--- src/rtl/v_ctx_sched.sv ---
// ---------------------------------------------------------------------------
// v_ctx_sched
// Per-context command scheduler for the list-update datapath.
// Accepts (context id, op, key, volume) commands, fetches the context state
// from an external state table, issues command + state to the update datapath
// and writes the returned state back. A per-context scoreboard holds off a
// second command to a context until the first one's state is written back.
// After reset the whole state table is swept to zero before commands are
// taken.
//
// Ports
//   clk, arst              clock, asynchronous active-high reset
//   cmd_vld / cmd_rdy      command handshake
//   cmd_id/op/key/volume   command fields
//   st_rd_en/addr/data     state table read port (data one cycle after en)
//   st_wr_en/addr/data     state table write port
//   dp_vld, dp_op/key/volume/state   datapath issue (no backpressure)
//   dp_rsp_vld/state       datapath result, returned in issue order
//   init_done              table clear sweep complete (sticky until reset)
// ---------------------------------------------------------------------------
module v_ctx_sched #(
    parameter int CONTEXT_N    = 8,
    parameter int MAX_INFLIGHT = 4,
    parameter int KEY_BITS     = 8,
    parameter int VOLUME_BITS  = 8,
    parameter int STATE_BITS   = 16,
    localparam int ID_W        = (CONTEXT_N > 1) ? $clog2(CONTEXT_N) : 1
) (
    input  logic                   clk,
    input  logic                   arst,
    input  logic                   cmd_vld,
    output logic                   cmd_rdy,
    input  logic [ID_W-1:0]        cmd_id,
    input  logic [1:0]             cmd_op,
    input  logic [KEY_BITS-1:0]    cmd_key,
    input  logic [VOLUME_BITS-1:0] cmd_volume,
    output logic                   st_rd_en,
    output logic [ID_W-1:0]        st_rd_addr,
    input  logic [STATE_BITS-1:0]  st_rd_data,
    output logic                   st_wr_en,
    output logic [ID_W-1:0]        st_wr_addr,
    output logic [STATE_BITS-1:0]  st_wr_data,
    output logic                   dp_vld,
    output logic [1:0]             dp_op,
    output logic [KEY_BITS-1:0]    dp_key,
    output logic [VOLUME_BITS-1:0] dp_volume,
    output logic [STATE_BITS-1:0]  dp_state,
    input  logic                   dp_rsp_vld,
    input  logic [STATE_BITS-1:0]  dp_rsp_state,
    output logic                   init_done
);

    localparam int CNT_W = $clog2(MAX_INFLIGHT + 1);
    localparam int PTR_W = (MAX_INFLIGHT > 1) ? $clog2(MAX_INFLIGHT) : 1;

    typedef enum logic {S_INIT, S_RUN} state_e;

    state_e                 state_q, state_d;
    logic [ID_W-1:0]        initAddr_q, initAddr_d;
    logic [CONTEXT_N-1:0]   scoreboard_q, scoreboard_d;
    logic [CNT_W-1:0]       inflight_q, inflight_d;
    logic [ID_W-1:0]        idFifo_q [MAX_INFLIGHT];
    logic [PTR_W-1:0]       wrPtr_q, wrPtr_d, rdPtr_q, rdPtr_d;
    logic                   dpVld_q;
    logic [1:0]             dpOp_q;
    logic [KEY_BITS-1:0]    dpKey_q;
    logic [VOLUME_BITS-1:0] dpVolume_q;

    logic                   running, idOk, accept, writeback;
    logic [31:0]            idExt;
    logic [ID_W-1:0]        headId;
    logic                   stWrEn;

    function automatic logic [PTR_W-1:0] ptrNext(input logic [PTR_W-1:0] p);
        return (p == PTR_W'(MAX_INFLIGHT - 1)) ? '0 : p + 1'b1;
    endfunction

    // The inflight count doubles as the id FIFO occupancy: both change on
    // accept and writeback only. Ids outside the table are never accepted.
    assign running   = (state_q == S_RUN);
    assign idExt     = 32'(cmd_id);
    assign idOk      = (idExt < 32'(CONTEXT_N));
    assign headId    = idFifo_q[rdPtr_q];
    assign cmd_rdy   = running & idOk & ~scoreboard_q[cmd_id]
                     & (inflight_q < CNT_W'(MAX_INFLIGHT));
    assign accept    = cmd_vld & cmd_rdy;
    assign writeback = running & dp_rsp_vld & (inflight_q != '0);

    assign st_rd_en   = accept;
    assign st_rd_addr = accept ? cmd_id : '0;

    assign dp_vld    = dpVld_q;
    assign dp_op     = dpOp_q;
    assign dp_key    = dpKey_q;
    assign dp_volume = dpVolume_q;
    assign dp_state  = dpVld_q ? st_rd_data : '0;
    assign init_done = running;

    // The FSM resets into the clear sweep, so the raw write strobe would be
    // high while reset is held; gating it keeps every output quiet in reset.
    assign st_wr_en = stWrEn & ~arst;

    // Sweep FSM and the write port: INIT writes zero to every row in
    // ascending order, RUN forwards datapath results to the FIFO head's row.
    always_comb begin
        state_d    = state_q;
        initAddr_d = initAddr_q;
        stWrEn     = 1'b0;
        st_wr_addr = '0;
        st_wr_data = '0;
        unique case (state_q)
            S_INIT: begin
                stWrEn     = 1'b1;
                st_wr_addr = initAddr_q;
                if (initAddr_q == ID_W'(CONTEXT_N - 1)) begin
                    state_d = S_RUN;
                end else begin
                    initAddr_d = initAddr_q + 1'b1;
                end
            end
            S_RUN: begin
                if (writeback) begin
                    stWrEn     = 1'b1;
                    st_wr_addr = headId;
                    st_wr_data = dp_rsp_state;
                end
            end
            default: state_d = S_INIT;
        endcase
    end

    // Scoreboard, occupancy and FIFO pointers. A writeback and an accept can
    // never target the same id in one cycle because the busy bit blocks it.
    always_comb begin
        scoreboard_d = scoreboard_q;
        inflight_d   = inflight_q;
        wrPtr_d      = wrPtr_q;
        rdPtr_d      = rdPtr_q;
        if (writeback) begin
            scoreboard_d[headId] = 1'b0;
            rdPtr_d              = ptrNext(rdPtr_q);
        end
        if (accept) begin
            scoreboard_d[cmd_id] = 1'b1;
            wrPtr_d              = ptrNext(wrPtr_q);
        end
        unique case ({accept, writeback})
            2'b10:   inflight_d = inflight_q + CNT_W'(1);
            2'b01:   inflight_d = inflight_q - CNT_W'(1);
            default: inflight_d = inflight_q;
        endcase
    end

    // State registers; a reset drops all in-flight work and restarts the sweep.
    always_ff @(posedge clk or posedge arst) begin
        if (arst) begin
            state_q      <= S_INIT;
            initAddr_q   <= '0;
            scoreboard_q <= '0;
            inflight_q   <= '0;
            wrPtr_q      <= '0;
            rdPtr_q      <= '0;
            for (int i = 0; i < MAX_INFLIGHT; i++) begin
                idFifo_q[i] <= '0;
            end
            dpVld_q      <= 1'b0;
            dpOp_q       <= '0;
            dpKey_q      <= '0;
            dpVolume_q   <= '0;
        end else begin
            state_q      <= state_d;
            initAddr_q   <= initAddr_d;
            scoreboard_q <= scoreboard_d;
            inflight_q   <= inflight_d;
            wrPtr_q      <= wrPtr_d;
            rdPtr_q      <= rdPtr_d;
            dpVld_q      <= accept;
            if (accept) begin
                idFifo_q[wrPtr_q] <= cmd_id;
                dpOp_q            <= cmd_op;
                dpKey_q           <= cmd_key;
                dpVolume_q        <= cmd_volume;
            end
        end
    end

    // A datapath result with nothing outstanding has no row to go to.
    rspNeedsEntry: assert property (@(posedge clk) disable iff (arst)
        dp_rsp_vld |-> (inflight_q != '0));

endmodule

--- config.mk ---
export PLATFORM = sky130hd
export DESIGN_NAME = v_ctx_sched
export DESIGN_NICKNAME = d
export VERILOG_FILES = /design/src/rtl/v_ctx_sched.sv
export SDC_FILE = /design/constraint.sdc
export NUM_CORES = 1
export LEC_CHECK = 0
export CORE_ASPECT_RATIO = 0.7
export CORE_MARGIN = 3
export CORE_UTILIZATION = 35
export CTS_BUF_LIST = sky130_fd_sc_hd__clkbuf_4
export DETAILED_ROUTE_END_ITERATION = 10
export DONT_BUFFER_PORTS = 1
export SLEW_MARGIN = 20
export SYNTH_ARGS = -nofsm -noshare
export SYNTH_HDL_FRONTEND = slang
export SYNTH_SLANG_ARGS = --single-unit
--- constraint.sdc ---
create_clock -name clk -period 3.2 [get_ports clk]
set_input_delay 0.48 -clock clk [delete_from_list [all_inputs] [get_ports clk]]
set_output_delay 0.48 -clock clk [all_outputs]
set_load 0.05 [all_outputs]
# Yosys cells after proc, flatten, opt, wreduce, memory -nomap -nowiden
# Cells that the tools add are included.
# W data, S select, Z words.
# word_totals
register_bits,50
input_bits,57
output_inout_bits,61
word_cells,82
# classes
add_sub_neg,5
order_cmp,9
n_eq_ne,5
muxes,27
bitwise,16
n_reduce_logical,6
# ops
op,n
$mux W16,3
$mux W8,2
$mux W3,5
$bwmux W12,1
$lt A3 B4 Y1 const B,3
$pmux W3 S2,2
$and A8 B8 Y8,1
$not A8 Y8,1
$or A8 B8 Y8,1
$and A1 B1 Y1,7
$add A3 B1 Y3 const B,2
$bmux W3 S2,1
$demux W1 S3,2
$demux W3 S2,1
$eq A2 B2 Y1 const B,3
$ge A3 B1 Y1 const B,2
$ge A3 B3 Y1 const B,2
$mux W1,6
$not A2 Y3,2
$add A2 B1 Y2 const B,2
$mux W2,2
$not A1 Y1,4
$bmux W1 S3,1
$eq A3 B3 Y1 const B,1
9 further kinds,11

# Longest topological paths before layout
# logic_depth
depth_word,13
ltp_mapped,13
ltp_nobuf,10

# Worst setup path before layout
# No wires, ideal clock.
# synth_path
path_kind,input to output
start,input port cmd_id[0]
end,output port st_rd_addr[0]
arrival_time_ps,2742
required_time_ps,2720
path_slack_ps,-22
stages,8
cell_sequence,buf_6 -> mux2_4 -> a222oi_1 -> and3_1 -> buf_6 -> inv_4 -> buf_2 -> nor2_1
# synth_via
elab_chain_len,7
elab_cells_between_ends,9
# synth_lines
item,line,rtl
start: declaration,33,"input logic [ID_W-1:0] cmd_id,"
"parallel branches: the longest is 3 deep, another holds $lt A3 B4 Y1",-,
$and A1 B1 Y1 (*),84,assign cmd_rdy = running & idOk & ~scoreboard_q[cmd_id]
$and A1 B1 Y1 (*),85,& (inflight_q < CNT_W'(MAX_INFLIGHT));
$and A1 B1 Y1 (*),86,assign accept = cmd_vld & cmd_rdy;
via st_rd_en,37,"output logic st_rd_en,"
$mux W3 (*),90,assign st_rd_addr = accept ? cmd_id : '0;
end: declaration,38,"output logic [ID_W-1:0] st_rd_addr,"
# Mark *: on every way through the listed nets, which the timed path passes. The select of a mux whose other input is x is not followed.

# Final worst setup path
# layout_path
start,register scoreboard_q[6]
end,output port st_rd_addr[0]
# layout_via
elab_chain_len,7
# layout_lines
item,line,rtl
start: declaration,60,"logic [CONTEXT_N-1:0] scoreboard_q, scoreboard_d;"
start signal: assignment,173,scoreboard_q <= scoreboard_d;
$bmux W1 S3,84,
$mux W1 (not written as such),84,
$not A1 Y1,84,
$and A1 B1 Y1,84,
$and A1 B1 Y1,85,
$and A1 B1 Y1,86,
$mux W3,90,
# Every way passes these cells. The select of a mux whose other input is x is not followed.

==> results.txt <==
status: finished clean
filler cell count: 683
Num CTS Buffers: 5
Synth area leaders: dfrtp_1, mux2_4, and2_1, mux2_2, ha_1
final hold vios: 0
# DRC: 0
Worst Hold Class: primary input to asynchronous set/reset pin
n_diodes: 0
Worst Reg-to-Reg Cells: 11
I/O pin count: 118
slew at the pin with the worst max-slew slack: 0.8697 ns
Detail Route Antenna Nets: 0
CTS tree: done
final core utilization: 0.4009
startpoint class of the critical path: flop
Clock Tree Root: clkbuf_4
WL met2: 2764 um
list of most frequent post-synthesis cells: dfrtp_1, and2_1, mux2_4
sequential-to-total area share from yosys stat: 0.4688
Worst R2R End: inflight_q[2]
H-tree depth: 2
Clock Sink Count: 50
setup_tns: 0 ns
synthesized flop and latch total: 50
layout cell share with drive strength beyond 1: 0.2727
postcts setup bufs: 0
Pleak: 1.331 nW
top-count cell post-synth: dfrtp_1
crit path max fanout: 30
global route overflow: 0
Async SR Flop Fraction: 1.000
Vias/cell: 5.083
RePlAce Congestion: 0.7462
Starting DRT DRC Count: 90
RSZ-0062 raised after global routing: false
crit end category: primary output
vias in the first global route: 1670
Slew Limit Fails: 0
top cell type's share of synthesized area: 0.4688
TritonRoute pass-1 iters: 4
clk slew on worst S/H paths: 0.15 ns
cell row count: 25
Port Buf Inserts: 0
antenna violations before repair: 0
Post-synth EDFFs: 0
reg-to-reg critical path startpoint: scoreboard_q[6]
main flop type after synthesis: dfrtp_1
Die ar.: 8726 um^2
via count: 1652
hold_buf cts: 0
Core Region: 7069 um^2
area grow syn2layout: 6.189%
Fin Clk Skew: 0.01851 ns
CP arrival: 2.38 ns
Slew HR: 0.4196
top routing layer in use: met4
fin nets: 296
highest clock rate: 350.0 MHz
first-pass GRT wire length: 8645 um
largest net degree at the start of global routing: 51
Die Height: 79.06 um
final period utilization: 0.8927
critical path class: flop to primary output
syn_area_per_cell: 11.97 um^2
Bufs on Longest Clock Path: 2
Synth area leader: dfrtp_1
total routed wirelength: 5561 um
max_cap viols: 0
metal3 WL: 311 um
mapped cell area: 2669 um^2
Crit path required time: 2.72 ns
starting density of the core: 0.3775
Ys Warns: 0
worst reg2reg setup slack: 0.57 ns
Worst-Skew Late Latency: 0.37 ns
# resized after CTS: 0
DP HPWL: 4207 um
post-layout min period: 2.857 ns
Yosys cell types: 33
Power Density: 1146 nW/um^2
Die X: 110.4 um
Mapped Cells: 223
routed len/inst: 17.11 um
gr usage total: 0.1261
Setup violations, final: 0
Synth Net Count: 289
Power Total: 3.248 mW
routed metal-1 wire length: 2440 um
VDD IR max: 0.3769 mV
flip-flops by register name, indices dropped and copies added, names as in the netlist:
register and count:
dp_vld 1, idFifo_q 12, dp_volume 8, init_done 1, rdPtr_q 2, wrPtr_q 2
inflight_q 3, scoreboard_q 8, dp_key 8, dp_op 2, initAddr_q 3
metal layers:
| metal | track usage | vias to the layer above |
|---|---|---|
| li1 | - | 762 |
| met4 | 0.02583 | 0 |
| met2 | 0.2100 | 60 |
| met5 | 0 | - |
| met3 | 0.03737 | 8 |
| met1 | 0.1630 | 822 |
metrics by stage:
step | setup slack (ns) | cells | cell area, um^2 | hold WS [ns]
floorplan | -0.02236 | 223 | 2669 | 0.4496
CTS | 0.3036 | 325 | 2833 | 0.1664
global route | 0.1750 | 325 | 2834 | 0.1489
finish | 0.3433 | 325 | 2834 | 0.1169
detailed placement | 0.4431 | 317 | 2779 | 0.4824
global placement | 0.5129 | 317 | 2779 | 0.4774
report_power, final:
part	leakage [nW]	internal (mW)	switching, mW
Sequential	0.589	0.911	0.650
Clock	0.0286	0.0823	0.206
Combinational	0.713	0.600	0.797
cells by family (layout without fill, tap and decap cells):
| family | Yosys count | count (layout) | synth area share |
|---|---|---|---|
| AND/OR/NAND/NOR | 68 | 68 | 0.1392 |
| flip-flops | 50 | 50 | 0.4688 |
| multiplexers | 40 | 40 | 0.2077 |
| buffers and inverters | 27 | 35 | 0.05719 |
| AO/OA/AOI/OAI | 25 | 25 | 0.06892 |
| adder cells (fa/ha/maj) | 9 | 9 | 0.04501 |
| XOR/XNOR | 4 | 4 | 0.01313 |
cells in the final DEF, fill, tap and decap left out:
| cell | n |
|---|---|
| a21o_1 | 1 |
| a21oi_1 | 2 |
| a222oi_1 | 1 |
| and2_1 | 34 |
| and3_1 | 1 |
| buf_4 | 11 |
| clkbuf_4 | 5 |
| clkinv_1 | 1 |
| clkinv_2 | 2 |
| clkinvlp_4 | 1 |
| dfrtp_1 | 50 |
| fa_1 | 1 |
| ha_1 | 8 |
| inv_1 | 14 |
| inv_4 | 1 |
| mux2_1 | 1 |
| mux2_2 | 16 |
| mux2_4 | 19 |
| mux2i_1 | 1 |
| mux4_2 | 3 |
| nand2_1 | 13 |
| nand2b_1 | 4 |
| nand4_1 | 4 |
| nor2_1 | 8 |
| nor2b_1 | 2 |
| nor3_1 | 1 |
| o21ai_0 | 12 |
| o21ai_1 | 3 |
| o311ai_0 | 1 |
| o31ai_1 | 1 |
| o32ai_2 | 1 |
| o41ai_2 | 3 |
| or2_2 | 1 |
| xnor2_1 | 2 |
| xor2_1 | 2 |
worst max path at each step:
stage / depth (start not counted) / endpoint / startpoint / slack (ns)
final: 7 / st_rd_addr[0] / scoreboard_q[6] / 0.34
after global routing: 7 / st_rd_addr[2] / scoreboard_q[6] / 0.17
after detailed placement: 11 / inflight_q[2] / cmd_id[0] / 0.44
after global placement: 11 / inflight_q[2] / cmd_id[0] / 0.51
after floorplan: 8 / st_rd_addr[0] / cmd_id[0] / -0.02
after CTS: 7 / st_rd_addr[0] / scoreboard_q[6] / 0.30
layout make-up:
cell class	instances	area (um^2)	share of cell area
multi-input cells	146	1265	0.4464
flip-flops and latches	50	1251	0.4415
well taps	94	117.6	0.04150
repair buffers	11	82.58	0.02914
inverters	16	63.81	0.02252
clock buffers	5	37.54	0.01325
clock inverters	3	16.27	0.005740
worst max-delay path, cell delays in order, from the launching register on:
cell and delay, ns:
dfrtp_1 0.42, mux2_4 0.27, a222oi_1 0.36, buf_4 0.20
and3_1 0.21, inv_4 0.18, nor2_1 0.14, buf_4 0.21
Note: power is estimated with default switching activity, not from simulation.
